[src/rtl/program_counter_if.sv]
//==============================================================================
// Module : sp_pkg / program_counter_if
// Brief  : Shared address width and the control/fetch bundle of program_counter.
// Rev    : 1.0  initial release
//==============================================================================
`default_nettype none

package sp_pkg;
    localparam int ADDR_WIDTH = 32;
endpackage

interface program_counter_if #(
    parameter int CNT_WIDTH = 32
);
    logic                          start_i;
    logic                          stall_i;
    logic                          halt_i;
    logic                          branch_taken_i;
    logic [sp_pkg::ADDR_WIDTH-1:0] branch_target_i;
    logic                          imem_ack_i;
    logic [sp_pkg::ADDR_WIDTH-1:0] pc_o;
    logic                          pc_valid_o;
    logic                          misalign_o;
    logic [CNT_WIDTH-1:0]          fetch_cnt_o;

    // Control side: sequencer / pipeline driving the PC block
    modport master (
        output start_i, stall_i, halt_i, branch_taken_i, branch_target_i, imem_ack_i,
        input  pc_o, pc_valid_o, misalign_o, fetch_cnt_o
    );

    modport slave (
        input  start_i, stall_i, halt_i, branch_taken_i, branch_target_i, imem_ack_i,
        output pc_o, pc_valid_o, misalign_o, fetch_cnt_o
    );
endinterface

`default_nettype wire

[src/rtl/program_counter.sv]
//==============================================================================
// Module : program_counter
// Brief  : Architectural PC with stall-buffered redirects, halt parking and a
//          saturating accepted-fetch counter.
// Rev    : 1.0  initial release
//==============================================================================
`default_nettype none

module program_counter #(
    parameter logic [sp_pkg::ADDR_WIDTH-1:0] RESET_PC  = '0,
    parameter int                            PC_INC    = 4,
    parameter int                            CNT_WIDTH = 32
) (
    input  wire logic          clk_i,
    input  wire logic          arst_i,
    program_counter_if.slave   bus
);
    localparam int AW = sp_pkg::ADDR_WIDTH;
    localparam logic [AW-1:0] c_inc        = AW'(PC_INC);
    localparam logic [AW-1:0] c_align_low  = AW'(PC_INC - 1);

    typedef enum logic [1:0] {
        S_IDLE = 2'd0,
        S_RUN  = 2'd1,
        S_HALT = 2'd2
    } state_t;

    state_t               r_state,     w_state_nxt;
    logic [AW-1:0]        r_pc,        w_pc_nxt;
    logic                 r_pend_vld,  w_pend_vld_nxt;
    logic [AW-1:0]        r_pend_addr, w_pend_addr_nxt;
    logic                 r_misalign,  w_misalign_nxt;
    logic [CNT_WIDTH-1:0] r_cnt;
    logic                 w_cnt_inc;

    always_ff @(posedge clk_i or posedge arst_i) begin
        if (arst_i) begin
            r_state     <= S_IDLE;
            r_pc        <= RESET_PC;
            r_pend_vld  <= 1'b0;
            r_pend_addr <= '0;
            r_misalign  <= 1'b0;
            r_cnt       <= '0;
        end else begin
            r_state     <= w_state_nxt;
            r_pc        <= w_pc_nxt;
            r_pend_vld  <= w_pend_vld_nxt;
            r_pend_addr <= w_pend_addr_nxt;
            r_misalign  <= w_misalign_nxt;
            if (w_cnt_inc && (r_cnt != {CNT_WIDTH{1'b1}}))
                r_cnt <= r_cnt + CNT_WIDTH'(1);
        end
    end

    always_comb begin
        w_state_nxt     = r_state;
        w_pc_nxt        = r_pc;
        w_pend_vld_nxt  = r_pend_vld;
        w_pend_addr_nxt = r_pend_addr;
        w_misalign_nxt  = 1'b0;
        w_cnt_inc       = 1'b0;

        case (r_state)
            S_IDLE: begin
                if (bus.start_i)
                    w_state_nxt = S_RUN;
            end
            S_RUN: begin
                if (bus.halt_i) begin
                    w_state_nxt    = S_HALT;
                    w_pend_vld_nxt = 1'b0;
                end else if (bus.stall_i) begin
                    if (bus.branch_taken_i) begin
                        w_pend_vld_nxt  = 1'b1;
                        w_pend_addr_nxt = bus.branch_target_i;
                    end
                end else begin
                    // Fetch completes even when a redirect wins the PC update
                    w_cnt_inc = bus.imem_ack_i;
                    if (bus.branch_taken_i) begin
                        // A live branch is newer than any buffered one, so drop the buffer
                        w_pc_nxt       = bus.branch_target_i & ~c_align_low;
                        w_misalign_nxt = |(bus.branch_target_i & c_align_low);
                        w_pend_vld_nxt = 1'b0;
                    end else if (r_pend_vld) begin
                        w_pc_nxt       = r_pend_addr & ~c_align_low;
                        w_misalign_nxt = |(r_pend_addr & c_align_low);
                        w_pend_vld_nxt = 1'b0;
                    end else if (bus.imem_ack_i) begin
                        w_pc_nxt = r_pc + c_inc;
                    end
                end
            end
            S_HALT: begin
                w_state_nxt = S_HALT;
            end
            default: begin
                w_state_nxt = S_IDLE;
            end
        endcase
    end

    assign bus.pc_o        = r_pc;
    assign bus.pc_valid_o  = (r_state == S_RUN);
    assign bus.misalign_o  = r_misalign;
    assign bus.fetch_cnt_o = r_cnt;

endmodule

`default_nettype wire
[src/flat_wrapper.sv]
// flat-port wrapper written by rule: the top's interface ports become plain ports
module program_counter_flat 
#(
    parameter logic [sp_pkg::ADDR_WIDTH-1:0] RESET_PC  = '0,
    parameter int                            PC_INC    = 4,
    parameter int                            CNT_WIDTH = 32
)
  (clk_i, arst_i, bus_start_i, bus_stall_i, bus_halt_i, bus_branch_taken_i, bus_branch_target_i, bus_imem_ack_i, bus_pc_o, bus_pc_valid_o, bus_misalign_o, bus_fetch_cnt_o);
  program_counter_if #(.CNT_WIDTH(CNT_WIDTH)) bus_i ();
  input  wire logic clk_i;
  input  wire logic arst_i;
  input wire logic [$bits(bus_i.start_i)-1:0] bus_start_i;
  input wire logic [$bits(bus_i.stall_i)-1:0] bus_stall_i;
  input wire logic [$bits(bus_i.halt_i)-1:0] bus_halt_i;
  input wire logic [$bits(bus_i.branch_taken_i)-1:0] bus_branch_taken_i;
  input wire logic [$bits(bus_i.branch_target_i)-1:0] bus_branch_target_i;
  input wire logic [$bits(bus_i.imem_ack_i)-1:0] bus_imem_ack_i;
  output wire logic [$bits(bus_i.pc_o)-1:0] bus_pc_o;
  output wire logic [$bits(bus_i.pc_valid_o)-1:0] bus_pc_valid_o;
  output wire logic [$bits(bus_i.misalign_o)-1:0] bus_misalign_o;
  output wire logic [$bits(bus_i.fetch_cnt_o)-1:0] bus_fetch_cnt_o;
  assign bus_i.start_i = bus_start_i;
  assign bus_i.stall_i = bus_stall_i;
  assign bus_i.halt_i = bus_halt_i;
  assign bus_i.branch_taken_i = bus_branch_taken_i;
  assign bus_i.branch_target_i = bus_branch_target_i;
  assign bus_i.imem_ack_i = bus_imem_ack_i;
  assign bus_pc_o = bus_i.pc_o;
  assign bus_pc_valid_o = bus_i.pc_valid_o;
  assign bus_misalign_o = bus_i.misalign_o;
  assign bus_fetch_cnt_o = bus_i.fetch_cnt_o;
  program_counter #(.RESET_PC(RESET_PC), .PC_INC(PC_INC), .CNT_WIDTH(CNT_WIDTH)) u_core (.clk_i(clk_i), .arst_i(arst_i), .bus(bus_i));
endmodule
[config.mk]
export PLATFORM = sky130hd
export DESIGN_NAME = program_counter_flat
export DESIGN_NICKNAME = d
export VERILOG_FILES = /design/src/rtl/program_counter_if.sv /design/src/rtl/program_counter.sv /design/src/flat_wrapper.sv
export SDC_FILE = /design/constraint.sdc
export NUM_CORES = 1
export LEC_CHECK = 0
export CORE_ASPECT_RATIO = 0.5
export CORE_UTILIZATION = 42
export CTS_CLUSTER_SIZE = 10
export DETAILED_ROUTE_END_ITERATION = 6
export MAX_ROUTING_LAYER = met4
export PLACE_DENSITY = 0.63
export SLEW_MARGIN = 10
export SYNTH_ARGS = -nofsm -noshare
export SYNTH_HDL_FRONTEND = slang
export SYNTH_SLANG_ARGS = --single-unit
[constraint.sdc]
create_clock -name clk_i -period 3.55 [get_ports clk_i]
set_input_delay 0.5325 -clock clk_i [delete_from_list [all_inputs] [get_ports clk_i]]
set_output_delay 0.5325 -clock clk_i [all_outputs]
set_load 0.01 [all_outputs]
* Word-level counts from Yosys, hierarchy flattened
Cells that the tools add are included.
** Cells by class
- $add $sub $neg :: 2
- Equal/unequal tests :: 6
- Mux-type cells :: 17
- Bitwise logic cells :: 2
- Reduce and logical (&&, ||, !) cells :: 9
** Operator list (count)
- $mux W32 :: 3
- $add A32 B1 Y32 const B :: 1
- $add A32 B3 Y32 const B :: 1
- $ne A32 B32 Y1 const B :: 1
- $mux W1 :: 11
- $reduce_and A4 Y1 :: 2
- $pmux W2 S3 :: 1
- $mux W2 :: 2
- $ne A2 B2 Y1 const B :: 2
- $reduce_and A2 Y1 :: 2
- $reduce_or A2 Y1 :: 2
- $ne A3 B1 Y1 const B :: 1
- $reduce_bool A3 Y1 :: 1
- $eq A2 B1 Y1 const B :: 1
- $eq A2 B2 Y1 const B :: 1
- $logic_not A2 Y1 :: 1
- $not A1 Y1 :: 2
- $logic_and A1 B1 Y1 :: 1
** Word-level totals
- Register bits :: 100
- Input bits :: 39
- Output and inout bits :: 66
- Word-level logic and storage cells :: 42

* Depth between registers and ports, before layout
Gate-level depths: netlist of the first run.
- Word-level depth :: 6
- Mapped depth :: 8
- Gate-level depth less buffers :: 7

* Worst setup path after synthesis of the first run
No wires, ideal clock.
- Path type :: reg-to-reg
- Start point :: register u_core.r_state[1]
- End point :: register u_core.r_cnt[29], in the netlist u_core.bus.fetch_cnt_o[29]
- Library setup time :: 0.079 ns
- Data arrival time :: 2.032 ns
- Required time :: 3.471 ns
- Path slack :: 1.439 ns
- Cell stages (with the launch flop) :: 8
- Buffers on the path :: 0
- Clock period less this slack :: 2.111 ns
- Cell sequence :: dfrtp_1 > inv_1 > ha_1 > nand4bb_1 > nor4_2 > o31ai_2 > nor4_1 > xor2_1
** On the way
- Longest elaborated chain between the ends :: 3
** RTL lines
- start: declaration :: RTL line program_counter.sv:28 : state_t r_state, w_state_nxt;
- start signal: assignment :: RTL line program_counter.sv:45 : r_state <= w_state_nxt;
- $eq A2 B1 Y1
- named net bus_pc_valid_o :: RTL line flat_wrapper.sv:19 : output wire logic [$bits(bus_i.pc_valid_o)-1:0] bus_pc_valid_o;
- $mux W1 :: RTL line program_counter.sv:63 : case (r_state)
- $logic_and A1 B1 Y1 :: RTL line program_counter.sv:50 : if (w_cnt_inc && (r_cnt != {CNT_WIDTH{1'b1}}))
- end signal: assignment :: RTL line program_counter.sv:51 : r_cnt <= r_cnt + CNT_WIDTH'(1);
- end: declaration :: RTL line program_counter.sv:33 : logic [CNT_WIDTH-1:0] r_cnt;
The timed path passes the listed nets, and every way through them passes these cells.
A chain may end at the register's enable or synchronous reset.

* Worst setup path in the final report of the first run
- Start point :: register u_core.r_state[1]
- End point :: register u_core.r_pc[31], in the netlist u_core.bus.pc_o[31]
** On the way
- Longest elaborated chain between the ends :: 2
** RTL lines
- $eq A2 B1 Y1 :: RTL line program_counter.sv:63
- $reduce_and A4 Y1 (no line)
- end signal: assignment :: RTL line program_counter.sv:46 : r_pc <= w_pc_nxt;
- end: declaration :: RTL line program_counter.sv:29 : logic [AW-1:0] r_pc, w_pc_nxt;
No other way between the ends.

==> results of run 1 <==
worst max-delay path by stage:
stage | cells after the start | slack [ns] | endpoint
2_1_floorplan | 1 | 0.46 | u_core.bus.fetch_cnt_o[0]
3_3_place_gp | 6 | 0.78 | u_core.bus.fetch_cnt_o[24]
3_5_place_dp | 7 | 0.71 | u_core.bus.pc_o[31]
4_1_cts | 8 | 0.99 | u_core.bus.pc_o[31]
5_1_grt | 8 | 0.78 | u_core.bus.pc_o[31]
6_report | 8 | 0.98 | u_core.bus.pc_o[31]
metal layers:
layer | wire, um | share of wire, % | vias up
li1 | - | - | 2182
met1 | 6698 | 50 | 2223
met2 | 6208 | 46 | 115
met3 | 553 | 4.1 | 6
met4 | 54 | 0.40 | 0
met5 | 0 | 0 | -
flip-flops by register name, indices dropped and copies added, names as in the netlist:
signal                  count
u_core.r_state              2
u_core.bus.misalign_o       1
u_core.bus.pc_o            30
u_core.bus.fetch_cnt_o     32
u_core.r_pend_addr         32
u_core.r_pend_vld           1
worst max-delay path: stages (launching register included):
cell     delay [ns]
dfrtp_1        0.36
inv_1          0.12
ha_1           0.27
nor3b_1        0.65
o21a_1         0.21
buf_4          0.21
and3_1         0.21
a21oi_1        0.06
or3_1          0.35
synthesized netlist by cell type (6+ instances only):
cell      instances
o21ai_0          47
clkbuf_1         18
nor2_1           35
o31ai_1           6
nand2b_1          7
xor2_1           23
nand2_1          49
dfrtp_1          98
a31oi_1           6
nand4_1          10
and3_1           12
a41oi_1           6
and4_1            9
inv_1            16
nand3_1          18
nor3_1           19
xnor2_1          13
a21oi_1          22
o21a_1            7
mux2_2           32
mux2i_1           6
nor4_1            6
power by group through the flow:
stage | Combinational, mW | Sequential (mW) | Clock (mW)
after floorplan | 0.848 | 1.81 | 0
after global placement | 1.41 | 1.87 | 0
after detailed placement | 1.45 | 1.87 | 0
after CTS | 1.45 | 1.85 | 0.960
after global routing | 1.60 | 1.92 | 1.01
final | 1.44 | 1.86 | 0.950
logic make-up after synthesis:
| kind of cell | synth area share (%) |
|---|---|
| DFF | 45.82 |
| xor gates and xnor gates | 5.891 |
| other | 0.07006 |
| and+or+nand+nor | 19.21 |
| AOI/OAI and AO/OA | 16.29 |
| muxes | 7.854 |
| buffers and inverters | 3.693 |
| adders and majority gates | 1.169 |
cell type report:
cell class / count / area (um^2)
clock buffer: 12 / 256.5
clock inverter: 4 / 26.28
fill: 1116 / 5296
inverter: 16 / 62.56
multi-input combinational: 400 / 2710
sequential: 98 / 2452
tap: 165 / 206.4
timing repair buffer: 114 / 1111
==> impl_results.md, run 1 <==
* Status: completed
* Synth top area cells: dfrtp_1 46%, mux2_2 6.7%, o21ai_0 4.4%, xor2_1 3.8%, nand2_1 3.4%
* Placed cell count at 793
* Most common cell after layout, fill and taps aside: clkdlybuf4s50_1
* Initial DRC Count at 305
* FMAX at 389.9 MHz
* Post-synthesis cell count at 544
* Area Overhead vs Synth at 27.51%
* Distinct cells, synth at 64
* Cts hold-fix bufs at 0
* Max Cap Viol at 0
* Power density of the placed cells at 622.8 nW/um^2
* Period minus WS final at 2.565 ns
* Setup tns final at 0 ns
* H-tree levels at 3
* HP Start: u_core.r_pend_addr[24]
* RR Startpoint: u_core.r_state[1]
* Post-CTS setup buffers at 0
* Synthesized cell area at 5353 um^2
* WL/cell at 16.71 um
* Commonest cells after routing, fill and taps aside: 102 x clkdlybuf4s50_1, 98 x dfrtp_1, 49 x nand2_1, 46 x o21ai_0, 35 x nor2_1
* Total chip power at 4.250 mW
* Final WL at 13.52 mm
* Sequential area share after synthesis at 45.82%
* Pre-CTS setup slack at 0.7145 ns
* Largest net degree at the start of global routing at 53
* CTS Root Cell: clkbuf_16
* Worst slew margin at 50.13%
* CP Class: reg2reg
* Met2 Use GR at 34.57%
* Clock Sinks at 98
* Finished Layout Cells at 809
* DR vias/cell at 5.595
* Switching power at 1.478 mW
* Overall Global Routing Usage at 21.95%
* Post-route ant nets at 0
* Switching share of power at 34.77%
* Internal Power at 2.772 mW
* GRT met1 Usage at 29.59%
* Comb pwr share at 34.0%
* # resized after CTS at 0
* Min Hold Slack at 0.4885 ns
* Hold worst-path end: u_core.r_pend_addr[24]
* Rows at 28
* Cell Area, Placed at 6543 um^2
* Starting density of the core at 44.16%
* Max IR drop VDD at 0.0003123 V
* DRC viols at 0
* Top cell type's share of synthesized area at 45.82%
* CTS clock-pin slew for the worst setup and hold paths at 0.07 ns
* Endpoints failing setup at 0
* Final Hold Fails at 0
* CP required at 3.76 ns
* Path depth of the worst reg2reg path at 8
* FF-to-FF End: u_core.bus.pc_o[31]
* Number of slew-limit violations in the final report at 0
* Via count at 4526
* Antenna violations before repair at 0
* Slew at the pin closest to its max-slew limit at 0.7464 ns
* RSZ-0062 raised after global routing: no
* Skew final at 0.009372 ns
* Reg power frac at 43.7%
* Clk buf depth at 2
* Full die area at 13230 um^2
* CTS tree: built
* Crit path launch type: flip-flop
* WP data arrival at 2.78 ns
* YS warnings at 0
* Number of flops mapped to enable cells by yosys at 0
* Iteration count of the initial detailed-routing pass at 5
* Vias in the first global route at 4260
* IO Port Bufs at 102
* GRT busiest layer: met2
* Biggest area consumer among synthesized cells: dfrtp_1
* Worst-path fanout max at 13
* Worst-skew pair later-pin latency at 0.34 ns
* Grt ovf at 0
* Layout Nets at 683
* Antenna cell count at 0
* Fin crit share at 72.25%
* DPL Wire Length at 9.138 mm
* Clock network power share at 22.4%
* Hold Path Class: reg2reg
* Primary FF master, synth: dfrtp_1
* Critical path origin: u_core.r_state[1]
* WHS Path Cells at 2
* Core Footprint at 12120 um^2
* Die Y-Extent at 81.83 um
* Share of cells above drive strength 1 at 11.34%
* Fin area at 6825 um^2
* Die width at 161.7 um
* Setup slack, reg-to-reg at 0.98 ns
* Grt met3 use at 4.040%
* GPL Wtd Cong at 0.8117
* Global-route wire length before repair at 22.07 mm
* Fraction of registers with async set or reset after synthesis at 100.0%
* Pleak at 2.936 nW
* CP Capture Type: flip-flop
* Utilization after layout at 56.31%
* Synth Register Bits at 98
* Inserted Clock Buffers at 9
* PnR worst setup slack at 0.9850 ns
* Number of I/O pins at 105
* Post-Syn Area per Cell at 9.839 um^2
Power figures use the tool's default switching activity.
==> run 2: changes to the inputs <==
- clock period: 3.55 -> 2.7 ns (I/O delays scaled with it)
==> impl_results.md, run 2 (synthesized netlist as in run 1, its figures left out) <==
* FMAX at 440.5 MHz (+13%)
* CTS clock-pin slew for the worst setup and hold paths at 0.07 ns (about the same)
* Power density of the placed cells at 833.1 nW/um^2 (+34%)
* Crit path launch type: flip-flop
* IO Port Bufs at 102 (unchanged)
* PnR worst setup slack at 0.4297 ns (-0.5553 ns)
* Setup tns final at 0 ns (unchanged)
* CP peak stage delay at 0.43 ns (-0.22 ns)
* Initial DRC Count at 273 (-10%)
* Min Hold Slack at 0.4831 ns (-0.005386 ns)
* Worst-skew pair later-pin latency at 0.34 ns (about the same)
* Worst-path fanout max at 7 (-6)
* Number of I/O pins at 105 (unchanged)
* Pre-CTS setup slack at 0.1879 ns (-0.5267 ns)
* Endpoints failing setup at 0 (unchanged)
* Most common cell after layout, fill and taps aside: clkdlybuf4s50_1
* Largest net degree at the start of global routing at 99 (+87%)
* Commonest cells after routing, fill and taps aside: 102 x clkdlybuf4s50_1, 98 x dfrtp_1, 49 x nand2_1, 46 x o21ai_0, 35 x nor2_1
* DRC viols at 0 (unchanged)
* Slew at the pin closest to its max-slew limit at 0.6066 ns (-0.1398 ns)
* Total chip power at 5.796 mW (+36%)
* Crit path max-delay family: simple AND/OR/NAND/NOR gates
* CP Class: reg2reg
* Core Footprint at 12120 um^2 (unchanged)
* WP data arrival at 2.56 ns (-0.22 ns)
* Final WL at 13.44 mm (-0.54%)
* Worst slew margin at 59.38% (+9.2 points)
* Period minus WS final at 2.270 ns (-0.2947 ns)
* Grt ovf at 0 (unchanged)
* Die Y-Extent at 81.83 um (unchanged)
* Post-route ant nets at 0 (unchanged)
* Status: completed
* Post-CTS setup buffers at 0 (unchanged)
* Fin crit share at 84.09% (+12 points)
* CP required at 2.99 ns (-0.77 ns)
* Worst Path Buf+Inv at 2 (unchanged)
* Antenna violations before repair at 0 (unchanged)
* H-tree levels at 3 (unchanged)
* Hold Path Class: reg2reg
* Area Overhead vs Synth at 29.99%
* DR vias/cell at 5.593 (about the same)
* Overall Global Routing Usage at 22.23% (+0.28 points)
* Iteration count of the initial detailed-routing pass at 5 (unchanged)
* Full die area at 13230 um^2 (unchanged)
* Pleak at 2.997 nW (+2.1%)
* WL/cell at 16.43 um (-1.6%)
* Fin area at 6958 um^2 (+1.9%)
* Cts hold-fix bufs at 0 (unchanged)
* Clock Sinks at 98 (unchanged)
* Rows at 28 (unchanged)
* CTS tree: built
* Multi-input combinational cell area at 2710 um^2 (unchanged)
* # resized after CTS at 0 (unchanged)
* Cell Area, Placed at 6636 um^2 (+1.4%)
* Starting density of the core at 44.16% (unchanged)
* DPL Wire Length at 9.047 mm (-1.0%)
* Antenna cell count at 0 (unchanged)
* Cell chain of the critical path: inv_1, ha_1, nor4bb_1, buf_4, and4_1, o211ai_1, or3_1, nand2_1
* Max IR drop VDD at 0.0003451 V (+11%)
* Layout Nets at 692 (+1.3%)
* Fillers at 1117 (+0.090%)
* Die width at 161.7 um (unchanged)
* Number of slew-limit violations in the final report at 0 (unchanged)
* Clk buf depth at 2 (unchanged)
* Crit path max-delay cell type: or3_1
* Vias in the first global route at 4445 (+4.3%)
* Max Cap Viol at 0 (unchanged)
* Global-route wire length before repair at 22.34 mm (+1.2%)
* Share of cells above drive strength 1 at 12.40% (+1.1 points)
* RSZ-0062 raised after global routing: no
* Skew final at 0.007307 ns (-0.002064 ns)
* CTS Root Cell: clkbuf_16
* Via count at 4575 (+1.1%)
* Reg area at 2452 um^2 (unchanged)
* GPL Wtd Cong at 0.8533 (+5.1%)
* Inserted Clock Buffers at 9 (unchanged)
* CP Capture Type: flip-flop
* Final Hold Fails at 0 (unchanged)
## run 2: cell count changes in the layout (fill, tap and decap cells not counted), moves of 2 or more
cell	before	now
buf_4	12	19
clkinv_2	2	0
bufinv_16	0	2
clkinvlp_4	1	3
buf_12	0	2
## run 2: through the flow
stage	std cells	utilization, %
after floorplan	545	-
after global placement	802	54.75
after detailed placement	802	54.75
after CTS	818	57.40
after global routing	818	57.40
final	818	57.40
## run 2: final timing paths
path / start / end / slack, ns / depth (start not counted)
max: u_core.r_state[1] / u_core.bus.fetch_cnt_o[24] / 0.43 / 8
min: u_core.r_pend_addr[24] / u_core.r_pend_addr[24] / 0.48 / 2
max reg2reg: u_core.r_state[1] / u_core.bus.fetch_cnt_o[24] / 0.43 / 8
min reg2reg: u_core.r_pend_addr[24] / u_core.r_pend_addr[24] / 0.48 / 2
max in group asynchronous: arst_i / u_core.r_pend_addr[9] / 1.71 / 3
min in group asynchronous: arst_i / u_core.bus.fetch_cnt_o[10] / 0.51 / 3
## run 2: power by group
part | internal [mW] | switching (mW)
registers | 1.94 | 0.473
clock network | 0.839 | 0.567
logic | 1.07 | 0.909
## run 2: per-layer routing
layer	track usage [%]	vias up	wire, um
li1	-	2205	-
met1	29.97	2250	6551
met2	35.04	109	6180
met3	4.091	11	600
met4	5.189	0	109
met5	-	-	0
## run 2: final cells by class
cell class                      count  share of cell area (%)
Sequential cell                    98                   35.25
Tap cell                          165                   2.967
Timing Repair Buffer              123                   17.30
Multi-Input combinational cell    400                   38.95
Inverter                           16                  0.9171
Clock buffer                       12                   3.543
Clock inverter                      4                   1.079
## run 2: worst min-delay path: stages (launching register included)
cell	delay, ns
dfrtp_1	0.34
nand2_1	0.04
o21ai_0	0.06
==> run 3: changes to the inputs <==
- clock period: 2.7 -> 2.1 ns (I/O delays scaled with it)
==> impl_results.md, run 3 (synthesized netlist as in run 1, its figures left out) <==
* Clk buf depth at 2 (unchanged)
* Top sig layer: met4
* CTS clock-pin slew for the worst setup and hold paths at 0.07 ns (about the same)
* Iteration count of the initial detailed-routing pass at 5 (unchanged)
* Die width at 161.7 um (unchanged)
* Crit path launch type: flip-flop
* Rows at 28 (unchanged)
* Metal-1 WL at 6.722 mm (+2.6%)
* Met2 wire len at 6.606 mm (+6.9%)
* Via count at 4737 (+3.5%)
* Clock Sinks at 98 (unchanged)
* Antenna violations before repair at 0 (unchanged)
* Fin area at 7370 um^2 (+5.9%)
* Skew final at 0.01069 ns (+0.003383 ns)
* Global-route wire length before repair at 22.56 mm (+1.0%)
* WP data arrival at 2.22 ns (-0.34 ns)
* CP required at 2.32 ns (-0.67 ns)
* DPL Wire Length at 9.792 mm (+8.2%)
* Internal Power at 5.111 mW (+33%)
* Full die area at 13230 um^2 (unchanged)
* Final Hold Fails at 0 (unchanged)
* Overall Global Routing Usage at 22.64% (+0.41 points)
* Min Hold Slack at 0.4096 ns (-0.07349 ns)
* Placed cell count at 846 (+5.5%)
* DRC viols at 0 (unchanged)
* Period minus WS final at 1.999 ns (-0.2714 ns)
* CP Capture Type: flip-flop
* Starting density of the core at 44.16% (unchanged)
* FMAX at 500.3 MHz (+14%)
* Post-route ant nets at 0 (unchanged)
* CP Class: reg2reg
* Fin crit share at 95.19% (+11 points)
* Reg power frac at 38.9% (-2.7 points)
* Worst slew margin at 60.09% (+0.71 points)
* DR vias/cell at 5.489 (-1.9%)
* RSZ-0062 raised after global routing: no
* Worst-skew pair later-pin latency at 0.34 ns (about the same)
* Finished Layout Cells at 863 (+5.5%)
* Share of cells above drive strength 1 at 19.77% (+7.4 points)
* Slew at the pin closest to its max-slew limit at 0.5986 ns (-0.007994 ns)
* Vias in the first global route at 4514 (+1.6%)
* Most common cell after layout, fill and taps aside: clkdlybuf4s50_1
* Worst-path fanout max at 5 (-2)
* Endpoints failing setup at 0 (unchanged)
* Initial DRC Count at 301 (+10%)
* Antenna cell count at 0 (unchanged)
* Clock network power share at 23.4% (-0.9 points)
* CTS Root Cell: clkbuf_16
* GPL Wtd Cong at 0.8619 (+1.0%)
* H-tree levels at 3 (unchanged)
* Commonest cells after routing, fill and taps aside: 102 x clkdlybuf4s50_1, 96 x dfrtp_1, 65 x buf_4, 49 x nand2_1, 46 x o21ai_0
* Hold Path Class: in2async
* Comb pwr share at 37.8% (+3.7 points)
* Pleak at 3.243 nW (+8.2%)
* Switching share of power at 33.03% (-0.61 points)
* Status: completed
* Number of I/O pins at 105 (unchanged)
* Grt ovf at 0 (unchanged)
* Total chip power at 7.631 mW (+32%)
* Layout Nets at 738 (+6.6%)
* Inserted Clock Buffers at 9 (unchanged)
* Utilization after layout at 60.80% (+3.4 points)
* Die Y-Extent at 81.83 um (unchanged)
* IO Port Bufs at 102 (unchanged)
* Power density of the placed cells at 1036 nW/um^2 (+24%)
* Cell Area, Placed at 6975 um^2 (+5.1%)
* Cts hold-fix bufs at 0 (unchanged)
* Core Footprint at 12120 um^2 (unchanged)
* Largest net degree at the start of global routing at 99 (unchanged)
* Max Cap Viol at 0 (unchanged)
* Number of slew-limit violations in the final report at 0 (unchanged)
* Final WL at 14.12 mm (+5.0%)
* Met3 WL at 674 um (+12%)
* Switching power at 2.521 mW (+29%)
* Area Overhead vs Synth at 37.68%
* CTS tree: built
* WL/cell at 16.36 um (-0.43%)
* Max IR drop VDD at 0.0004940 V (+43%)
==> run 3: worst max-delay path: stages, from the launching register on <==
cell     delay (ns)
dfrtp_1        0.42
inv_1          0.11
or4_4          0.59
o41ai_4        0.50
nor2_1         0.10
xor2_1         0.16
==> run 3: final cells by class <==
cell class	instances	area, um^2
well taps	165	206.4
clock inverters	4	76.32
inverters	16	63.81
clock buffers	11	242.7
repair buffers	169	1549
flip-flops and latches	98	2455
fillers	1093	4752
multi-input cells	400	2776
==> run 3: worst paths after layout <==
check                                            from                         to  slack [ns]  depth (start not counted)
max                        u_core.bus.fetch_cnt_o[13]  u_core.bus.fetch_cnt_o[9]        0.10                          5
min                                            arst_i  u_core.bus.fetch_cnt_o[1]        0.41                          3
max reg2reg                u_core.bus.fetch_cnt_o[13]  u_core.bus.fetch_cnt_o[9]        0.10                          5
min reg2reg                    u_core.r_pend_addr[24]     u_core.r_pend_addr[24]        0.49                          2
max in group asynchronous                      arst_i         u_core.bus.pc_o[2]        1.16                          3
min in group clk_i             u_core.r_pend_addr[24]     u_core.r_pend_addr[24]        0.49                          2
==> run 3: power by group through the flow <==
| stage | registers (mW) | logic [mW] | clock network [mW] |
|---|---|---|---|
| floorplan | 3.06 | 1.44 | 0 |
| global placement | 2.97 | 2.81 | 0 |
| detailed placement | 2.99 | 2.86 | 0 |
| CTS | 2.96 | 2.88 | 1.82 |
| global route | 3.04 | 3.20 | 1.91 |
| finish | 2.97 | 2.88 | 1.78 |
==> run 3: what timing repair did <==
item                       CTS  global route
gates resized for setup      0            14
setup buffers                1             1
setup endpoints to repair    1            24
pin swaps                    1             5
==> run 3: layer usage <==
| metal | vias to the layer above | global-route usage [%] |
|---|---|---|
| li1 | 2292 | - |
| met4 | 0 | 6.321 |
| met5 | - | - |
| met1 | 2310 | 28.73 |
| met3 | 13 | 5.101 |
| met2 | 122 | 36.85 |
==> run 3: per-stage QoR <==
stage,TNS [ns],setup WS [ns]
after floorplan,0,0.03669
final,0,0.1011
after global routing,0,0.005834
after global placement,-1.346,-0.2370
after CTS,0,0.01870
after detailed placement,-1.875,-0.2471
